===== src/rtl/seq_mul_pkg.sv =====
// seq_mul_pkg: shared state encoding and sizing helpers for the sequential multiplier.
package seq_mul_pkg;

  typedef enum logic [1:0] {
    ST_IDLE = 2'd0,
    ST_RUN  = 2'd1,
    ST_DONE = 2'd2
  } state_t;

  // Bits needed for a counter that must be able to hold the value `width`
  function automatic int unsigned cntWidth(input int unsigned width);
    return $clog2(width + 1);
  endfunction

endpackage


===== src/rtl/add_n.sv =====
// add_n: parametrised ripple-carry adder, the multi-bit form of the 1-bit carry adder.
module add_n #(
  parameter int unsigned WIDTH = 4
) (
  input  logic [WIDTH-1:0] iA,
  input  logic [WIDTH-1:0] iB,
  input  logic             iCarry,
  output logic [WIDTH-1:0] oY,
  output logic             oCarry
);

  // Ripple the carry bit by bit through a block-local variable
  always_comb begin
    logic c;
    c  = iCarry;
    oY = '0;
    for (int i = 0; i < int'(WIDTH); i++) begin
      oY[i] = iA[i] ^ iB[i] ^ c;
      c     = (iA[i] & iB[i]) | (c & (iA[i] ^ iB[i]));
    end
    oCarry = c;
  end

endmodule


===== src/rtl/seq_mul.sv =====
// seq_mul: radix-2 shift-add multiplier, WIDTH x WIDTH -> 2*WIDTH in WIDTH RUN cycles.
// Optional build macro SEQ_MUL_SIGNED_EN selects two's complement operands and result.
module seq_mul
  import seq_mul_pkg::*;
#(
  parameter int unsigned WIDTH = 4
) (
  input  logic               iClock,
  input  logic               iReset_n,
  input  logic               iStart,
  input  logic [WIDTH-1:0]   iA,
  input  logic [WIDTH-1:0]   iB,
  output logic               oBusy,
  output logic               oDone,
  output logic [2*WIDTH-1:0] oY
);

  localparam int unsigned W2    = 2 * WIDTH;
  localparam int unsigned CNT_W = cntWidth(WIDTH);

  state_t             state;
  logic [WIDTH-1:0]   mcand;
  logic [W2-1:0]      acc;
  logic [CNT_W-1:0]   cnt;

  logic [WIDTH-1:0]   addend;
  logic [WIDTH-1:0]   sum;
  logic               sumCarry;
  logic [W2-1:0]      accNext;
  logic [WIDTH-1:0]   aLoad;
  logic [WIDTH-1:0]   bLoad;
  logic [W2-1:0]      result;

`ifdef SEQ_MUL_SIGNED_EN
  logic               signFlag;

  // Magnitudes of the operands; the most negative value maps to 2^(WIDTH-1)
  always_comb begin
    aLoad = iA[WIDTH-1] ? WIDTH'(-iA) : iA;
    bLoad = iB[WIDTH-1] ? WIDTH'(-iB) : iB;
  end

  // Re-apply the product sign when the result is written out
  always_comb begin
    result = signFlag ? W2'(-acc) : acc;
  end

  // Product sign is captured alongside the operands
  always_ff @(posedge iClock or negedge iReset_n) begin
    if (!iReset_n) begin
      signFlag <= 1'b0;
    end else if (iStart && (state != ST_RUN)) begin
      signFlag <= iA[WIDTH-1] ^ iB[WIDTH-1];
    end
  end
`else
  // Unsigned build: operands and result pass straight through
  always_comb begin
    aLoad  = iA;
    bLoad  = iB;
    result = acc;
  end
`endif

  // Partial product: add the multiplicand into the high half only when the LSB is set
  always_comb begin
    addend = acc[0] ? mcand : '0;
  end

  add_n #(
    .WIDTH (WIDTH)
  ) uAdd (
    .iA     (acc[W2-1:WIDTH]),
    .iB     (addend),
    .iCarry (1'b0),
    .oY     (sum),
    .oCarry (sumCarry)
  );

  // {carry, acc_hi + addend, acc_lo} shifted right by one
  always_comb begin
    accNext = {sumCarry, sum, acc[WIDTH-1:1]};
  end

  // Control FSM, datapath registers and registered outputs
  always_ff @(posedge iClock or negedge iReset_n) begin
    if (!iReset_n) begin
      state <= ST_IDLE;
      mcand <= '0;
      acc   <= '0;
      cnt   <= '0;
      oBusy <= 1'b0;
      oDone <= 1'b0;
      oY    <= '0;
    end else begin
      oDone <= 1'b0;
      case (state)
        ST_IDLE, ST_DONE: begin
          if (iStart) begin
            mcand <= aLoad;
            acc   <= {WIDTH'(0), bLoad};
            cnt   <= '0;
            oBusy <= 1'b1;
            state <= ST_RUN;
          end else begin
            state <= ST_IDLE;
          end
        end
        ST_RUN: begin
          if (cnt != CNT_W'(WIDTH)) begin
            acc <= accNext;
            cnt <= cnt + CNT_W'(1);
            // Busy covers the WIDTH shift-add cycles; the write-out cycle follows
            if (cnt == CNT_W'(WIDTH - 1)) begin
              oBusy <= 1'b0;
            end
          end else begin
            oY    <= result;
            oDone <= 1'b1;
            oBusy <= 1'b0;
            state <= ST_DONE;
          end
        end
        default: begin
          state <= ST_IDLE;
          oBusy <= 1'b0;
        end
      endcase
    end
  end

endmodule


===== config.mk =====
export PLATFORM = sky130hd
export DESIGN_NAME = seq_mul
export DESIGN_NICKNAME = d
export VERILOG_FILES = /design/src/rtl/seq_mul_pkg.sv /design/src/rtl/add_n.sv /design/src/rtl/seq_mul.sv
export SDC_FILE = /design/constraint.sdc
export NUM_CORES = 1
export LEC_CHECK = 0
export ABC_AREA = 1
export CORE_ASPECT_RATIO = 1.1
export CORE_UTILIZATION = 56
export DETAILED_ROUTE_END_ITERATION = 10
export HOLD_SLACK_MARGIN = 0.15
export PLACE_DENSITY = 0.87
export SETUP_SLACK_MARGIN = 0.02
export SLEW_MARGIN = 40
export SYNTH_ARGS = -nofsm -noshare
export SYNTH_HDL_FRONTEND = slang
export SYNTH_SLANG_ARGS = --single-unit

===== constraint.sdc =====
create_clock -name iClock -period 3.2 [get_ports iClock]
set_clock_uncertainty 0.1 [all_clocks]
set_input_delay 0.8 -clock iClock [delete_from_list [all_inputs] [get_ports iClock]]
set_output_delay 0.8 -clock iClock [all_outputs]
set_load 0.01 [all_outputs]

==> flow_summary_export.csv <==
group,metric,value,unit
logic_synthesis,post_synth_mux_area_share,0,%
logic_synthesis,synth_top_family_by_area,"simple AND/OR/NAND/NOR gates",
cts,root_buffer,"clkbuf_4",
worst_setup_path,crit_fanout,6,
worst_setup_path,reg2reg_setup_slack,860,ps
logic_synthesis,syn_inst,143,
logic_synthesis,syn_area,0.001308,mm²
cts,cts_num_sinks,27,
flow_run,maxCapViolations,0,
logic_synthesis,synth_compound_area_share,8.517,%
logic_synthesis,synth_most_common_cell,"nand2_1",
finish,final_nets,184,
worst_hold_path,hp-class,"reg2reg",
logic_synthesis,synth-seq-cells,27,
sta,period_share,73.14,%
logic_synthesis,netlist_top_cells_area,"dfrtp_1, nand2_1, inv_1, o21ai_2, fa_1",
sta,fmaxAchievable,0.4273,GHz
floorplan,core_region_area,0.002230,mm²
route,drt_iter0_markers,19,
power_and_ir_drop,ir_worst_vdd,0.0005103,V
sta,whs,389.1,ps
place,place_inst,192,
logic_synthesis,synth_nets,160,
power_and_ir_drop,total_power,1.336,mW
cts,cts.repair.resized,0,
floorplan,rows,18,
worst_hold_path,worstHoldStart,"acc[1]",
logic_synthesis,synth.distinct_cells,17,
finish,diodes,0,
worst_setup_path,cp-start-kind,"register",
floorplan,io_pins,21,
worst_setup_path,crit_arrival,2510,ps
cts,clock_latency,340,ps
finish,area_growth,19.04,%
power_and_ir_drop,clockPowerShare,11.4,%
power_and_ir_drop,p_sw,547.5,µW
route,drtPass1Iterations,6,
worst_setup_path,reg2reg_to,"acc[6]",
logic_synthesis,synth.largest_area_cell,"dfrtp_1",
floorplan,die_y,52.68,µm
cts,holdBufCountCts,0,
cts,cts_buffers,3,
power_and_ir_drop,p_int,788.9,µW
cts,clock_path_buffers,2,
sta,setup_viol_count_final,0,
sta,worst_pin_slew,327.9,ps
place,gp_congestion,0.7674,
power_and_ir_drop,p_seq_share,41.9,%
route,ant_nets,0,
cts,htree_num_levels,1,
global_route,grt_use_total,20.73,%
power_and_ir_drop,switching_share,40.97,%
power_and_ir_drop,combPwrFrac,46.7,%
logic_synthesis,synth_fa_ha_area_share,7.464,%
route,vias,927,
finish,fillers,170,
sta,slew_headroom,78.14,%
run_status,outcome,"finished, final reports clean",
logic_synthesis,yosys.area_share.simple,23.44,%
cts,post_cts_buffers,0,
worst_setup_path,reg2reg_depth,10,
logic_synthesis,yosysTopAreaCellShare,51.67,%
logic_synthesis,yosysWarningCount,0,
route,drt-total-wl,2.077,mm
sta,rsz0062_at_grt,"false",
sta,fin_crit,2340,ps
logic_synthesis,ys_async_sr_fraction,100.0,%
place,place_hpwl,1.524,mm
worst_setup_path,critPathKind,"reg2reg",
logic_synthesis,synth_edf_count,0,
place,io_buffers,20,
finish,drive_gt1_share,13.86,%
cts,clk_pin_slew,150,ps
route,drc_errors,0,
global_route,grt_pass1_vias,833,
global_route,grt_pass1_wl,3.519,mm
logic_synthesis,synthXorXnorAreaFrac,0,%
sta,final-hold-violation-count,0,
finish,multi_input_area,515.5,µm²
logic_synthesis,yosysSeqAreaShare,51.67,%
floorplan,die_w,48.07,µm
logic_synthesis,synth_top_flop_cell,"dfrtp_1",
worst_setup_path,end_kind,"register",
global_route,grt_antenna_before_repair,0,
global_route,grt_max_degree,28,
worst_setup_path,crit_start,"acc[0]",
finish,regArea,675.6,µm²
route,via_per_inst,4.730,
floorplan,start_util,58.64,%
finish,final_cells,196,
worst_setup_path,r2r_start,"acc[0]",
power_and_ir_drop,p_leak,0.8340,nW
worst_setup_path,cp.required,3370,ps
sta,slew_violations,0,
sta,tns,0,ps
global_route,overflow,0,
logic_synthesis,ys_top_cells_by_count,"nand2_1, dfrtp_1, inv_1, o21ai_0, o21ai_2",
logic_synthesis,syn_area_per_cell,9.143,µm²
floorplan,die_area,0.002532,mm²
worst_setup_path,endpoint,"acc[6]",
route,detail_route.wl_per_cell,10.60,µm
cts,cts_tree,"done",
power_and_ir_drop,power_density,858.6,mW/mm²
==> cell type report <==
| cell class | instances | share of cell area (%) |
|---|---|---|
| clock buffer | 3 | 1.447 |
| clock inverter | 1 | 0.4823 |
| inverter | 24 | 5.788 |
| multi-input combinational | 90 | 33.12 |
| sequential | 27 | 43.41 |
| tap | 30 | 2.412 |
| timing repair buffer | 21 | 13.34 |
==> worst max-delay path: stages, from the launching register on <==
cell and delay, ps:
dfrtp_1 460, nand2_1 80, inv_1 40, ha_1 180
fa_1 370, fa_1 360, inv_1 70, fa_1 400
inv_1 70, nand2_1 50, o21ai_0 80
==> metal layers <==
| layer | routed length, µm | global-route usage [%] | vias to the layer above |
|---|---|---|---|
| li1 | - | - | 473 |
| met1 | 945 | 25.73 | 427 |
| met2 | 1027 | 33.56 | 25 |
| met3 | 79 | 3.103 | 2 |
| met4 | 24 | 11.11 | 0 |
| met5 | 0 | 0 | - |
==> cell families after synthesis <==
group                    after synthesis
flip-flops                            27
adder cells (fa/ha/maj)                6
buffers and inverters                 26
AND/OR/NAND/NOR                       67
AO/OA/AOI/OAI                         17
==> worst min path at each step <==
| stage | to | depth (start not counted) |
|---|---|---|
| 5_1_grt | mcand[0] | 2 |
| 3_5_place_dp | acc[1] | 2 |
| 3_3_place_gp | acc[1] | 2 |
| 2_1_floorplan | acc[1] | 2 |
| 4_1_cts | acc[1] | 2 |
| 6_report | acc[1] | 2 |
==> through the flow <==
stage,utilization [%],instance area (µm²),setup WS [ps]
after floorplan,-,1308,1008
after global placement,68.46,1526,963.3
after detailed placement,68.46,1526,906.3
after CTS,69.81,1556,837.9
after global routing,69.81,1556,720.5
final,69.81,1556,859.6
==> power groups by stage <==
| stage | sequential [mW] | combinational, mW | clock [mW] |
|---|---|---|---|
| after floorplan | 0.580 | 0.423 | 0 |
| after global placement | 0.562 | 0.604 | 0 |
| after detailed placement | 0.570 | 0.627 | 0 |
| after CTS | 0.562 | 0.634 | 0.155 |
| after global routing | 0.582 | 0.725 | 0.167 |
| final | 0.560 | 0.624 | 0.152 |
==> flip-flops by register name, indices dropped and copies added (netlist names) <==
register	cells
state	2
acc	8
oDone	1
oY	8
cnt	3
oBusy	1
mcand	4
==> cell usage in the layout, fill, tap and decap left out, drive strengths merged <==
cell           instances
nand2                 64
dfrtp                 27
inv                   24
clkdlybuf4s50         20
o21ai                 16
fa                     3
ha                     3
clkbuf                 3
nor2                   2
nand3                  1
a21oi                  1
clkinvlp               1
buf                    1
Power figures use the tool's default switching activity.
